--- config.mk ---
export PLATFORM = sky130hd
export DESIGN_NAME = button_conditioner_flat
export DESIGN_NICKNAME = d
export VERILOG_FILES = /design/src/rtl/button_pkg.sv /design/src/rtl/button_conditioner_if.sv /design/src/rtl/button_channel.sv /design/src/rtl/button_conditioner.sv /design/src/flat_wrapper.sv
export SDC_FILE = /design/constraint.sdc
export NUM_CORES = 1
export LEC_CHECK = 0
export BUFFER_PORTS_ARGS = -buffer_cell sky130_fd_sc_hd__buf_4
export CELL_PAD_IN_SITES_DETAIL_PLACEMENT = 1
export CELL_PAD_IN_SITES_GLOBAL_PLACEMENT = 2
export CORE_UTILIZATION = 37
export DETAILED_ROUTE_END_ITERATION = 7
export PLACE_DENSITY = 0.8
export SYNTH_ARGS = -nofsm -noshare
export SYNTH_HDL_FRONTEND = slang
export SYNTH_SLANG_ARGS = --single-unit
--- constraint.sdc ---
create_clock -name clk -period 2 [get_ports clk]
set_input_delay 0.1 -clock clk [delete_from_list [all_inputs] [get_ports clk]]
set_output_delay 0.1 -clock clk [all_outputs]
set_load 0.005 [all_outputs]
--- src/rtl/button_pkg.sv ---
// Shared constants for the push-button front end: channel map, default clock
// and the millisecond-to-cycle conversion used to size debounce/long timers.
package button_pkg;

  localparam int BTN_JUGAR      = 0;
  localparam int BTN_ALIMENTAR  = 1;
  localparam int BTN_CURAR      = 2;
  localparam int BTN_ACELERAR   = 3;

  localparam int CLK_HZ_DEFAULT = 50_000_000;

  // Cycles spanned by ms milliseconds at clk_hz; divide first to stay inside 32 bits.
  function automatic int ms_to_cycles(input int clk_hz, input int ms);
    return (clk_hz / 32'sd1000) * ms;
  endfunction

endpackage

--- src/rtl/button_conditioner_if.sv ---
// Bundle of raw pads and conditioned button events; master drives the pads,
// slave (the conditioner) produces the clean level and pulses.
interface button_conditioner_if #(
  parameter int N_BTN = 4
);

  logic [N_BTN-1:0] btn_raw;
  logic [N_BTN-1:0] btn_level;
  logic [N_BTN-1:0] btn_press;
  logic [N_BTN-1:0] btn_release;
  logic [N_BTN-1:0] btn_long;
  logic [N_BTN-1:0] btn_held_long;

  modport master (
    output btn_raw,
    input  btn_level,
    input  btn_press,
    input  btn_release,
    input  btn_long,
    input  btn_held_long
  );

  modport slave (
    input  btn_raw,
    output btn_level,
    output btn_press,
    output btn_release,
    output btn_long,
    output btn_held_long
  );

endinterface

--- src/rtl/button_channel.sv ---
// One button: two-flop synchroniser, debounce counter, long-press timer and
// registered level/press/release/long outputs.
module button_channel #(
  parameter int DB_CYC     = 4,
  parameter int LONG_CYC   = 10,
  parameter int ACTIVE_LOW = 1
) (
  input  logic clk,
  input  logic rst_neg,
  input  logic raw,
  output logic level,
  output logic press_evt,
  output logic release_evt,
  output logic long_evt,
  output logic held_long
);

  localparam int DB_W   = $clog2(DB_CYC);
  localparam int LONG_W = $clog2(LONG_CYC);
  localparam logic [DB_W-1:0]   DB_LAST   = DB_W'(DB_CYC - 1);
  localparam logic [LONG_W-1:0] LONG_LAST = LONG_W'(LONG_CYC - 1);

  logic              pad_s;
  logic              sync1_r;
  logic              sync2_r;
  logic              stable_r;
  logic [DB_W-1:0]   db_cnt_r;
  logic [LONG_W-1:0] long_cnt_r;
  logic              level_r;
  logic              press_r;
  logic              release_r;
  logic              long_r;
  logic              held_r;

  // Normalise pad polarity so that 1 means pressed from here on.
  always_comb begin
    pad_s = (ACTIVE_LOW != 0) ? ~raw : raw;
  end

  // Two-flop synchroniser; reset loads the released state.
  always_ff @(posedge clk or negedge rst_neg) begin
    if (!rst_neg) begin
      sync1_r <= 1'b0;
      sync2_r <= 1'b0;
    end else begin
      sync1_r <= pad_s;
      sync2_r <= sync1_r;
    end
  end

  // Debounce: accept a new level only after DB_CYC consecutive disagreeing samples.
  always_ff @(posedge clk or negedge rst_neg) begin
    if (!rst_neg) begin
      stable_r <= 1'b0;
      db_cnt_r <= {DB_W{1'b0}};
    end else if (sync2_r == stable_r) begin
      db_cnt_r <= {DB_W{1'b0}};
    end else if (db_cnt_r == DB_LAST) begin
      stable_r <= ~stable_r;
      db_cnt_r <= {DB_W{1'b0}};
    end else begin
      db_cnt_r <= db_cnt_r + DB_W'(1);
    end
  end

  // Hold timer: counts while the published level is high and saturates at the last value.
  always_ff @(posedge clk or negedge rst_neg) begin
    if (!rst_neg) begin
      long_cnt_r <= {LONG_W{1'b0}};
    end else if (!level_r) begin
      long_cnt_r <= {LONG_W{1'b0}};
    end else if (long_cnt_r != LONG_LAST) begin
      long_cnt_r <= long_cnt_r + LONG_W'(1);
    end else begin
      long_cnt_r <= long_cnt_r;
    end
  end

  // Registered outputs; stable_r leads level_r by one cycle, giving the edge pulses
  // and letting held_long drop in the same cycle as the release pulse.
  always_ff @(posedge clk or negedge rst_neg) begin
    if (!rst_neg) begin
      level_r   <= 1'b0;
      press_r   <= 1'b0;
      release_r <= 1'b0;
      long_r    <= 1'b0;
      held_r    <= 1'b0;
    end else begin
      level_r   <= stable_r;
      press_r   <= stable_r & ~level_r;
      release_r <= ~stable_r & level_r;
      long_r    <= stable_r & level_r & (long_cnt_r == LONG_LAST) & ~held_r;
      held_r    <= stable_r & (held_r | (level_r & (long_cnt_r == LONG_LAST)));
    end
  end

  assign level       = level_r;
  assign press_evt   = press_r;
  assign release_evt = release_r;
  assign long_evt    = long_r;
  assign held_long   = held_r;

endmodule

--- src/rtl/button_conditioner.sv ---
// Conditions every board push-button independently for the control FSM:
// one button_channel per pad, nothing else at this level.
module button_conditioner
  import button_pkg::*;
#(
  parameter int N_BTN       = 4,
  parameter int CLK_HZ      = CLK_HZ_DEFAULT,
  parameter int DEBOUNCE_MS = 20,
  parameter int LONG_MS     = 5000,
  parameter int ACTIVE_LOW  = 1
) (
  input logic                 clk,
  input logic                 rst_neg,
  button_conditioner_if.slave bus
);

  localparam int DB_CYC   = ms_to_cycles(CLK_HZ, DEBOUNCE_MS);
  localparam int LONG_CYC = ms_to_cycles(CLK_HZ, LONG_MS);

  logic [N_BTN-1:0] level_s;
  logic [N_BTN-1:0] press_s;
  logic [N_BTN-1:0] release_s;
  logic [N_BTN-1:0] long_s;
  logic [N_BTN-1:0] held_s;

  for (genvar i = 0; i < N_BTN; i++) begin : g_chan
    button_channel #(
      .DB_CYC     (DB_CYC),
      .LONG_CYC   (LONG_CYC),
      .ACTIVE_LOW (ACTIVE_LOW)
    ) u_chan (
      .clk         (clk),
      .rst_neg     (rst_neg),
      .raw         (bus.btn_raw[i]),
      .level       (level_s[i]),
      .press_evt   (press_s[i]),
      .release_evt (release_s[i]),
      .long_evt    (long_s[i]),
      .held_long   (held_s[i])
    );
  end

  assign bus.btn_level     = level_s;
  assign bus.btn_press     = press_s;
  assign bus.btn_release   = release_s;
  assign bus.btn_long      = long_s;
  assign bus.btn_held_long = held_s;

endmodule

--- src/flat_wrapper.sv ---
// flat-port wrapper written by rule: the top's interface ports become plain ports
module button_conditioner_flat import button_pkg::*;
#(
  parameter int N_BTN       = 4,
  parameter int CLK_HZ      = CLK_HZ_DEFAULT,
  parameter int DEBOUNCE_MS = 20,
  parameter int LONG_MS     = 5000,
  parameter int ACTIVE_LOW  = 1
)
  (clk, rst_neg, bus_btn_raw, bus_btn_level, bus_btn_press, bus_btn_release, bus_btn_long, bus_btn_held_long);
  button_conditioner_if #(.N_BTN(N_BTN)) bus_i ();
  input logic clk;
  input logic rst_neg;
  input wire logic [$bits(bus_i.btn_raw)-1:0] bus_btn_raw;
  output wire logic [$bits(bus_i.btn_level)-1:0] bus_btn_level;
  output wire logic [$bits(bus_i.btn_press)-1:0] bus_btn_press;
  output wire logic [$bits(bus_i.btn_release)-1:0] bus_btn_release;
  output wire logic [$bits(bus_i.btn_long)-1:0] bus_btn_long;
  output wire logic [$bits(bus_i.btn_held_long)-1:0] bus_btn_held_long;
  assign bus_i.btn_raw = bus_btn_raw;
  assign bus_btn_level = bus_i.btn_level;
  assign bus_btn_press = bus_i.btn_press;
  assign bus_btn_release = bus_i.btn_release;
  assign bus_btn_long = bus_i.btn_long;
  assign bus_btn_held_long = bus_i.btn_held_long;
  button_conditioner #(.N_BTN(N_BTN), .CLK_HZ(CLK_HZ), .DEBOUNCE_MS(DEBOUNCE_MS), .LONG_MS(LONG_MS), .ACTIVE_LOW(ACTIVE_LOW)) u_core (.clk(clk), .rst_neg(rst_neg), .bus(bus_i));
endmodule
==> impl_metrics.py, run 1 <==
metrics = {
    "run_status": {
        "status": "complete, no violations",
    },
    "synth": {
        "synth_edf_count": 0,
        "synth-compound-area-share_pct": 2.78,
        "yosys.cell_count.top_type": "dfrtp_1",
        "synth.distinct_cells": 53,
        "muxShareOfSynthArea_pct": 1.79,
        "synthXorXnorAreaFrac_pct": 12.5,
        "avgSynthCellArea_um2": 10.0,
        "synth_area_um2": 10900,
        "yosysWarnings": 0,
        "ys.flop_type": "dfrtp_1",
        "ys_top_cells_by_count": "dfrtp_1, nor2_1, xor2_1",
        "synthTopCellsByArea": "dfrtp_1, xor2_1, nor2_1, xnor2_1, nand3_1",
        "ys_async_sr_fraction_pct": 100,
        "synth_top_family_by_area": "simple AND/OR/NAND/NOR gates",
        "synthSimpleGateAreaFrac_pct": 27.5,
        "syn-num-nets": 1101,
        "synth_seq_cells": 224,
        "synthCells": 1087,
        "synthDominantCellAreaShare_pct": 51.5,
        "synthAdderAreaFrac_pct": 0.919,
        "ys_seq_area_share_pct": 51.5,
        "yosysTopAreaCell": "dfrtp_1",
    },
    "grt": {
        "antenna_found_initial": 0,
        "grt_use_total_pct": 16.9,
        "grt_max_degree": 55,
        "grt_pass1_vias": 8712,
        "grt_first_pass_wirelength_mm": 43.0,
        "overflow": 0,
    },
    "worst_setup_path": {
        "startpoint_type": "flip-flop",
        "crit_fanout": 20,
        "r2r_slack_ns": 0.08,
        "r2r-end": "u_core.g_chan[2].u_chan.db_cnt_r[17]",
        "reg2reg_from": "u_core.g_chan[2].u_chan.db_cnt_r[13]",
        "reg2reg_depth": 6,
        "required_ns": 2.41,
        "cp-end-kind": "flip-flop",
        "crit_arrival_ns": 2.34,
        "critPathKind": "reg -> reg",
    },
    "drt": {
        "first_pass_iters": 4,
        "wirelength_mm": 24.3,
        "drtIter0Drc": 324,
        "drtAntennaViolNets": 0,
        "drc": 0,
        "routed_via_density": 5.07,
        "vias": 7995,
        "wl_per_cell_um": 15.4,
    },
    "pwr": {
        "power.density_nw_per_um2": 761,
        "leakage_nw": 5.54,
        "total_power_mw": 9.85,
        "irDropWorstVdd_mv": 0.539,
    },
    "floorplanning": {
        "die_w_um": 174,
        "dieArea_um2": 30100,
        "core_um2": 28900,
        "rows": 62,
        "die_y_um": 174,
        "ios": 26,
        "initial_core_util_pct": 37.7,
    },
    "clock_tree": {
        "clkSlewWorstSetupHoldPaths_ns": 0.06,
        "root_buffer": "clkbuf_16",
        "clock_sinks": 224,
        "cts_tree": "built",
        "cts_buffers": 28,
        "clk_latency_ns": 0.54,
        "h-tree-depth": 1,
        "clk_path_buf_depth": 3,
    },
    "final_layout": {
        "utilization_pct": 44.9,
        "drive_gt1_share_pct": 15.0,
        "fin_area_um2": 12900,
        "fillers": 3241,
        "diodes": 0,
        "stdcell_count": 1577,
        "nNetsFinal": 1187,
        "area_growth_pct": 18.9,
    },
    "hold_path": {
        "hold_class": "in -> async",
    },
    "sta": {
        "period_needed_ns": 1.92,
        "layout_worst_path_cycle_share_pct": 96.1,
        "setup_viol": 0,
        "clock_skew_ns": 0.0170,
        "setup_tns_ns": 0,
        "hold_viol_final": 0,
        "max_slew_margin_pct": 69.7,
        "tightest_slew_ns": 0.453,
        "fmax_ghz": 0.520,
        "drv_slew": 0,
    },
    "place": {
        "gp_congestion": 0.738,
        "dp_hpwl_mm": 16.3,
        "placed_cell_area_um2": 11900,
        "io_buffers": 25,
        "dp_cells": 1520,
    },
    "run": {
        "maxCapViolations": 0,
    },
}
[kinds of logic after synthesis]
family	Yosys count
AND/OR/NAND/NOR	567
adder cells (fa/ha/maj)	8
XOR/XNOR	156
buffers and inverters	65
multiplexers	19
flip-flops	224
AO/OA/AOI/OAI	48
[through the flow]
step	setup WS (ns)	hold slack (ns)
detailed placement	-0.135	0.0662
finish	0.0777	0.0882
CTS	0.0144	0.0860
floorplan	0.117	-0.196
global placement	0.0337	0.0639
global route	-0.00534	0.115
[cell type report]
cell class	instances	area (um2)	share of cell area (%)
clock inverter	11	105	0.812
clock buffer	39	823	6.36
tap	384	480	3.71
timing repair buffer	101	853	6.59
multi-input combinational	798	5000	38.6
sequential	224	5610	43.3
inverter	20	75.1	0.580
[registers in the layout, indices dropped and copies added (netlist names)]
name                              count
u_core.g_chan.u_chan.press_evt        4
u_core.g_chan.u_chan.sync1_r          4
u_core.g_chan.u_chan.sync2_r          4
u_core.g_chan.u_chan.level            4
u_core.g_chan.u_chan.long_cnt_r     112
u_core.g_chan.u_chan.held_long        4
u_core.g_chan.u_chan.long_evt         4
u_core.g_chan.u_chan.db_cnt_r        80
u_core.g_chan.u_chan.release_evt      4
u_core.g_chan.u_chan.stable_r         4
[how the worst max path moves through the flow]
stage                                    startpoint  depth (start not counted)  slack, ns                                    to
6_report       u_core.g_chan[2].u_chan.db_cnt_r[13]                          6       0.08  u_core.g_chan[2].u_chan.db_cnt_r[17]
5_1_grt        u_core.g_chan[2].u_chan.db_cnt_r[13]                          6     -0.005  u_core.g_chan[2].u_chan.db_cnt_r[14]
4_1_cts        u_core.g_chan[2].u_chan.db_cnt_r[12]                          6       0.01  u_core.g_chan[2].u_chan.db_cnt_r[14]
3_5_place_dp   u_core.g_chan[2].u_chan.db_cnt_r[15]                          6      -0.13  u_core.g_chan[2].u_chan.db_cnt_r[19]
3_3_place_gp   u_core.g_chan[2].u_chan.db_cnt_r[15]                          6       0.03  u_core.g_chan[2].u_chan.db_cnt_r[18]
2_1_floorplan  u_core.g_chan[2].u_chan.db_cnt_r[15]                          4       0.12      u_core.g_chan[2].u_chan.stable_r
[per-layer routing]
layer | track usage, % | up-vias | wire length [um]
met3 | 2.65 | 30 | 685
met2 | 28.3 | 62 | 11700
met5 | 0 | - | 0
met1 | 23.1 | 4025 | 11700
li1 | - | 3878 | -
met4 | 3.80 | 0 | 309
[cells in the final DEF, fill, tap and decap left out, types with 14 or more instances in the layout]
cell       count
xor2_1        89
nor2_1       179
nand3_1       85
inv_1         18
and3_1        26
nor4_1        16
nand4_1       51
nand2_1       72
a21oi_1       14
nor3_1        19
buf_4         89
and2_1        26
xnor2_1       67
clkbuf_16     29
dfrtp_1      224
mux2i_1       15
[critical path, cell delays in order (launching register included)]
cell and delay (ns):
dfrtp_1 0.40, or4_4 0.56, nor4_4 0.27, and3_4 0.23, nand2b_4 0.13, buf_12 0.15, nor2_1 0.06
[power by group]
group | internal, mW | leakage [nW] | switching (mW)
Combinational | 0.0660 | 1.97 | 0.144
Clock | 3.10 | 0.469 | 1.95
Sequential | 4.56 | 3.10 | 0.0281
Total | 7.73 | 5.54 | 2.12
[timing repair]
action	4_1_cts	5_1_grt
pin swaps	3	3
hold buffers	5	0
setup endpoints to repair	22	27
buffers inserted	1	1
gates resized for setup	3	6
hold endpoints to repair	228	0
No activity file was read; power rests on OpenSTA's default activity.
==> run 2: changes to the inputs <==
--- a/config.mk
+++ b/config.mk
@@ -5,12 +5,13 @@
 export SDC_FILE = /design/constraint.sdc
 export NUM_CORES = 1
 export LEC_CHECK = 0
+export ABC_AREA = 1
 export BUFFER_PORTS_ARGS = -buffer_cell sky130_fd_sc_hd__buf_4
 export CELL_PAD_IN_SITES_DETAIL_PLACEMENT = 1
 export CELL_PAD_IN_SITES_GLOBAL_PLACEMENT = 2
-export CORE_UTILIZATION = 37
+export CORE_UTILIZATION = 33
 export DETAILED_ROUTE_END_ITERATION = 7
-export PLACE_DENSITY = 0.8
+export PLACE_DENSITY = 0.81
 export SYNTH_ARGS = -nofsm -noshare
 export SYNTH_HDL_FRONTEND = slang
 export SYNTH_SLANG_ARGS = --single-unit
==> run 2 against run 1 <==
Net effect: final area up 17%; combinational power up 5%; final cell count up 57%; die area up 37%; hold slack about the same; via count up 47%; global-route usage up 1.6 points.
==> impl_metrics.py, run 2 <==
metrics = {
    "sta": {
        "fmax_ghz": 0.581,
        "rsz0062_at_grt": "no",
        "layout_worst_path_cycle_share_pct": 86.1,
        "drv_slew": 0,
        "period_needed_ns": 1.72,
        "setup_viol": 0,
        "clock_skew_ns": 0.0224,
        "max_slew_margin_pct": 56.7,
        "setup_tns_ns": 0,
        "fin_hold_ws_ns": 0.0882,
        "hold_viol_final": 0,
        "tightest_slew_ns": 0.645,
        "worst_slack_ns": 0.278,
    },
    "grt": {
        "grt_pass1_vias": 12500,
        "grt_first_pass_wirelength_mm": 62.4,
        "met3_usage_pct": 2.01,
        "top_usage_layer": "met2",
        "antenna_found_initial": 0,
        "gr-usage-met1_pct": 24.0,
        "overflow": 0,
        "grtUsageMet2_pct": 32.2,
        "grt_max_degree": 56,
        "grt_use_total_pct": 18.5,
    },
    "clock_tree": {
        "clk_path_buf_depth": 3,
        "clkSlewWorstSetupHoldPaths_ns": 0.06,
        "clock_sinks": 224,
        "cts_buffers": 29,
        "clk_latency_ns": 0.57,
        "h-tree-depth": 1,
        "root_buffer": "clkbuf_16",
        "post_cts_resized": 0,
        "cts_tree": "built",
    },
    "floorplanning": {
        "rows": 73,
        "die_w_um": 203,
        "dieArea_um2": 41200,
        "core_um2": 39700,
        "die_y_um": 203,
        "initial_core_util_pct": 33.5,
        "ios": 26,
    },
    "synth": {
        "ys_top_cells_by_count": "nand2_1, nor2_1, dfrtp_1",
        "syn-num-nets": 1890,
        "synthDominantCellAreaShare_pct": 42.1,
        "synth.distinct_cells": 36,
        "yosysWarnings": 0,
        "synth_edf_count": 0,
        "synthCells": 1876,
        "synth_seq_cells": 224,
        "ys_async_sr_fraction_pct": 100,
        "yosys.cell_count.top_type": "nand2_1",
        "ys_seq_area_share_pct": 42.1,
        "yosysTopAreaCell": "dfrtp_1",
        "ys.flop_type": "dfrtp_1",
        "avgSynthCellArea_um2": 7.10,
        "synth_area_um2": 13300,
        "synthTopCellsByArea": "dfrtp_1, nand2_1, nor2_1, inv_1, nand3_1",
    },
    "place": {
        "dpl_worst_slack_ns": 0.300,
        "dp_hpwl_mm": 27.9,
        "dp_cells": 2412,
        "gp_congestion": 0.845,
        "io_buffers": 25,
    },
    "drt": {
        "first_pass_iters": 5,
        "wl_per_cell_um": 14.9,
        "drtIter0Drc": 313,
        "drtAntennaViolNets": 0,
        "vias": 11800,
        "routed_via_density": 4.76,
        "drc": 0,
        "wirelength_mm": 36.7,
    },
    "pwr": {
        "irDropWorstVdd_mv": 0.598,
        "leakage_nw": 6.43,
        "power.density_nw_per_um2": 684,
    },
    "final_layout": {
        "top_regs": "u_core.g_chan.u_chan.long_cnt_r x112, u_core.g_chan.u_chan.db_cnt_r x80",
        "drive_gt1_share_pct": 12.4,
        "diodes": 0,
        "final_cell_mix": "nand2_1, nor2_1, dfrtp_1, inv_1, nand3_1",
        "stdcell_count": 2469,
        "final_common_cell": "nand2_1",
        "nNetsFinal": 1937,
        "top_register": "u_core.g_chan.u_chan.long_cnt_r",
        "utilization_pct": 38.2,
        "area_growth_pct": 14.0,
        "largest_reg_flops": 112,
    },
    "worst_setup_path": {
        "crit_fanout": 8,
        "crit_arrival_ns": 2.18,
        "required_ns": 2.46,
        "startpoint_type": "flip-flop",
        "cp-end-kind": "flip-flop",
        "critPathKind": "reg -> reg",
    },
    "run": {
        "maxCapViolations": 0,
    },
    "run_status": {
        "status": "complete, no violations",
    },
    "hold_path": {
        "hold_class": "in -> async",
    },
}
run 2: cell count changes after synthesis, moves of 25 or more:
cell / delta
and3_1: -27
inv_1: +176
nand2_1: +460
nand2_2: +27
nand3_1: +38
nor2_1: +246
nor2_2: +37
nor2_4: +25
xnor2_1: -45
xor2_1: -36
run 2: kinds of logic (layout without fill, tap and decap cells):
logic type	Yosys count	in the layout	share of synthesized area, %
AOI/OAI and AO/OA	41	41	1.66
xor gates and xnor gates	75	75	4.93
DFF	224	224	42.1
adders and majority gates	8	8	0.752
buffers and inverters	240	308	7.43
and+or+nand+nor	1288	1288	43.1
run 2: per-stage QoR:
stage / instance area [um2] / power, mW
after floorplan: 13300 / 4.73
after global placement: 14100 / 4.88
after detailed placement: 14100 / 4.89
after CTS: 15200 / 10.6
after global routing: 15200 / 10.8
final: 15200 / 10.4
run 2: final cells by class:
type	count	area (um2)
fill	5012	24500
multi-input combinational	1412	6720
sequential	224	5610
clock buffer	38	810
inverter	208	781
tap	525	657
timing repair buffer	48	405
clock inverter	14	204
run 2: timing repair:
action / CTS / global route
endpoints found under the hold margin: 228 / 0
hold buffers: 5 / 0
buffers inserted: 0 / 0
run 2: layer usage:
layer	share of wire [%]	wire, um
met5	0	0
met4	2.4	888
met3	2.4	862
met2	49	17800
met1	47	17100
run 2: critical path, stage by stage, from the launching register on:
cell and delay [ns]:
dfrtp_1 0.46, ha_1 0.26, nand2_1 0.12, nor2_4 0.20
nand2_2 0.11, nor2_1 0.20, nand2_1 0.11, nand3_1 0.08
nand2_1 0.07
run 2: report_power, final:
| group | total [mW] | internal (mW) | leakage (nW) | switching, mW |
|---|---|---|---|---|
| logic | 0.220 | 0.0573 | 2.83 | 0.163 |
| registers | 4.59 | 4.56 | 3.10 | 0.0248 |
| clock network | 5.58 | 3.47 | 0.497 | 2.11 |
run 2: path summary, 6_finish.rpt:
check                                                    endpoint  slack (ns)  depth (start not counted)                             startpoint
max                         u_core.g_chan[1].u_chan.long_cnt_r[0]        0.28                          8  u_core.g_chan[1].u_chan.long_cnt_r[0]
min in group clk                  u_core.g_chan[3].u_chan.sync1_r        0.21                          3                         bus_btn_raw[3]
max reg2reg                 u_core.g_chan[1].u_chan.long_cnt_r[0]        0.28                          8  u_core.g_chan[1].u_chan.long_cnt_r[0]
min                        u_core.g_chan[0].u_chan.long_cnt_r[15]        0.09                          2                                rst_neg
min reg2reg                       u_core.g_chan[2].u_chan.sync2_r        0.35                          0        u_core.g_chan[2].u_chan.sync1_r
max in group asynchronous       u_core.g_chan[3].u_chan.held_long        1.21                          3                                rst_neg
==> run 3: changes to the inputs <==
--- a/config.mk
+++ b/config.mk
@@ -6,7 +6,7 @@
 export NUM_CORES = 1
 export LEC_CHECK = 0
 export ABC_AREA = 1
-export BUFFER_PORTS_ARGS = -buffer_cell sky130_fd_sc_hd__buf_4
+export BUFFER_PORTS_ARGS = -buffer_cell sky130_fd_sc_hd__clkbuf_2
 export CELL_PAD_IN_SITES_DETAIL_PLACEMENT = 1
 export CELL_PAD_IN_SITES_GLOBAL_PLACEMENT = 2
 export CORE_UTILIZATION = 33
@@ -14,4 +14,5 @@
 export PLACE_DENSITY = 0.81
 export SYNTH_ARGS = -nofsm -noshare
 export SYNTH_HDL_FRONTEND = slang
+export SYNTH_HIERARCHICAL = 1
 export SYNTH_SLANG_ARGS = --single-unit
==> run 3 against run 2 <==
Net effect: sequential power about the same; synthesized cell count down 3.8%; largest power group unchanged; die area shrank 3.4%; highest routed layer unchanged; largest cell class unchanged; global-route usage grew 0.51 points; clock power is 3.6% higher.
==> impl_metrics.py, run 3 <==
metrics = {
    "run_status": {
        "status": "complete, no violations",
    },
    "final_layout": {
        "area_growth_pct": 15.6,
        "drive_gt1_share_pct": 11.4,
        "final_cell_mix": "nand2_1, nor2_1, dfrtp_1, inv_1, nand3_1",
        "diodes": 0,
        "largest_reg_flops": 112,
        "final_common_cell": "nand2_1",
        "nNetsFinal": 1883,
        "top_regs": "u_core/g_chan.u_chan/long_cnt_r x112, u_core/g_chan.u_chan/db_cnt_r x80",
        "top_register": "u_core/g_chan.u_chan/long_cnt_r",
        "stdcell_count": 2401,
    },
    "synth": {
        "yosysWarnings": 6,
        "synth.distinct_cells": 30,
        "synth_seq_cells": 224,
        "synth_edf_count": 0,
        "synthDominantCellAreaShare_pct": 43.6,
        "syn-num-nets": 1818,
        "ys_top_cells_by_count": "nand2_1, nor2_1, dfrtp_1",
        "ys_async_sr_fraction_pct": 100,
        "avgSynthCellArea_um2": 7.13,
        "ys_seq_area_share_pct": 43.6,
        "synthCells": 1804,
        "synthTopCellsByArea": "dfrtp_1, nand2_1, nor2_1, inv_1, nand3_1",
        "yosys.cell_count.top_type": "nand2_1",
        "ys.flop_type": "dfrtp_1",
        "synth_area_um2": 12900,
        "yosysTopAreaCell": "dfrtp_1",
    },
    "sta": {
        "setup_tns_ns": 0,
        "rsz0062_at_grt": "no",
        "fmax_ghz": 0.617,
        "period_needed_ns": 1.62,
        "max_slew_margin_pct": 66.9,
        "fin_hold_ws_ns": 0.227,
        "hold_viol_final": 0,
        "setup_viol": 0,
        "clock_skew_ns": 0.0147,
        "tightest_slew_ns": 0.494,
        "layout_worst_path_cycle_share_pct": 81.0,
        "drv_slew": 0,
    },
    "place": {
        "dp_cells": 2343,
        "io_buffers": 25,
        "dp_hpwl_mm": 26.5,
        "gp_congestion": 0.842,
    },
    "worst_setup_path": {
        "required_ns": 2.44,
        "startpoint_type": "flip-flop",
        "reg2reg_from": "u_core/g_chan[2].u_chan/long_cnt_r[1]",
        "cpMaxStageDelayCell": "dfrtp_1",
        "r2r-end": "u_core/g_chan[2].u_chan/long_cnt_r[6]",
        "r2r_slack_ns": 0.38,
        "critPathKind": "reg -> reg",
        "crit_chain": "ha_1, nand2_2, nor2_8, nand2_1, inv_1, nor2_1, o31ai_1",
        "crit_family": "simple AND/OR/NAND/NOR gates",
        "cp_num_buf_inv": 1,
        "reg2reg_depth": 7,
        "crit_fanout": 8,
        "worst_path_largest_cell_delay_ns": 0.40,
        "crit_arrival_ns": 2.06,
        "cp-end-kind": "flip-flop",
    },
    "grt": {
        "grt_pass1_vias": 12000,
        "grt_max_degree": 81,
        "grt_use_total_pct": 19.0,
        "overflow": 0,
        "antenna_found_initial": 0,
        "grt_first_pass_wirelength_mm": 61.0,
    },
    "clock_tree": {
        "cts_buffers": 28,
        "cts_tree": "built",
        "clock_sinks": 224,
        "root_buffer": "clkbuf_16",
        "clk_path_buf_depth": 3,
        "h-tree-depth": 1,
        "clk_latency_ns": 0.56,
        "clkSlewWorstSetupHoldPaths_ns": 0.06,
    },
    "floorplanning": {
        "dieArea_um2": 39800,
        "rows": 71,
        "die_y_um": 199,
        "core_um2": 38000,
        "initial_core_util_pct": 33.8,
        "die_w_um": 199,
        "ios": 26,
    },
    "drt": {
        "routed_via_density": 4.72,
        "vias": 11300,
        "drc": 0,
        "drtAntennaViolNets": 0,
        "wl_per_cell_um": 14.8,
        "wirelength_mm": 35.6,
        "drtIter0Drc": 444,
        "first_pass_iters": 5,
    },
    "hold_path": {
        "min_path_cells": 3,
        "holdPathEnd": "u_core/g_chan[1].u_chan/sync1_r",
        "hold_class": "in -> reg",
        "hp-start": "bus_btn_raw[1]",
    },
    "pwr": {
        "combPwrFrac_pct": 2.1,
        "irDropWorstVdd_mv": 0.574,
        "clkPwrFrac_pct": 54.6,
        "leakage_nw": 6.08,
        "seqPwrFrac_pct": 43.3,
        "p_int_mw": 8.37,
        "power.density_nw_per_um2": 712,
        "sw_frac_of_total_pct": 20.9,
        "p_sw_mw": 2.21,
    },
    "run": {
        "maxCapViolations": 0,
    },
}
[run 3: area by class of cell]
type / instances / area (um2)
clock buffer: 39 / 823
clock inverter: 12 / 240
fill: 4853 / 23200
inverter: 180 / 676
multi-input combinational: 1392 / 6550
sequential: 224 / 5610
tap: 511 / 639
timing repair buffer: 43 / 335
[run 3: routing by layer]
| layer | part of all wire (%) | track usage, % |
|---|---|---|
| met5 | 0 | 0 |
| met4 | 2.6 | 4.95 |
| met3 | 2.3 | 2.41 |
| met2 | 47 | 32.6 |
| met1 | 48 | 25.1 |
[run 3: repair_timing]
action / in CTS / in global routing
hold buffers: 7 / 0
hold endpoints to repair: 228 / 0
gates resized for setup: 0 / 0
buffers inserted: 0 / 0
[run 3: power by group through the flow]
stage	clock, mW	combinational, mW	sequential (mW)
2_1_floorplan	0	0.0707	4.66
3_3_place_gp	0	0.211	4.66
3_5_place_dp	0	0.214	4.66
4_1_cts	6.01	0.232	4.58
5_1_grt	6.12	0.254	4.58
6_report	5.78	0.219	4.58
[run 3: logic make-up (layout without fill, tap and decap cells)]
logic type / count (synthesis) / after routing / share of synthesized area [%]
DFF: 224 / 224 / 43.6
AOI/OAI and AO/OA: 64 / 64 / 3.00
adders and majority gates: 8 / 8 / 0.779
and+or+nand+nor: 1252 / 1252 / 42.5
buffers and inverters: 188 / 274 / 5.49
xor gates and xnor gates: 68 / 68 / 4.63
[run 3: per-stage QoR]
step                power, mW  area (um2)  worst slack [ns]  util, %
floorplan                4.73       12900             0.638        -
global placement         4.87       13700             0.442     36.1
detailed placement       4.88       13700             0.410     36.1
CTS                      10.8       14900             0.382     39.1
global route             11.0       14900             0.229     39.1
finish                   10.6       14900             0.379     39.1
[run 3: how the worst max path moves through the flow]
stage,from,cells after the start,endpoint
after floorplan,u_core/g_chan[0].u_chan/long_cnt_r[1],8,u_core/g_chan[0].u_chan/long_cnt_r[7]
after global placement,u_core/g_chan[3].u_chan/db_cnt_r[0],8,u_core/g_chan[3].u_chan/db_cnt_r[14]
after detailed placement,u_core/g_chan[0].u_chan/db_cnt_r[0],8,u_core/g_chan[0].u_chan/db_cnt_r[14]
after CTS,u_core/g_chan[2].u_chan/db_cnt_r[0],7,u_core/g_chan[2].u_chan/db_cnt_r[16]
after global routing,u_core/g_chan[2].u_chan/db_cnt_r[0],7,u_core/g_chan[2].u_chan/db_cnt_r[16]
final,u_core/g_chan[2].u_chan/long_cnt_r[1],7,u_core/g_chan[2].u_chan/long_cnt_r[6]
[run 3: worst reg2reg max path, stage by stage, from the launching register on]
cell and delay [ns]:
dfrtp_1 0.40, ha_1 0.21, nand2_2 0.10, nor2_8 0.17, nand2_1 0.14, inv_1 0.17, nor2_1 0.08, o31ai_1 0.24
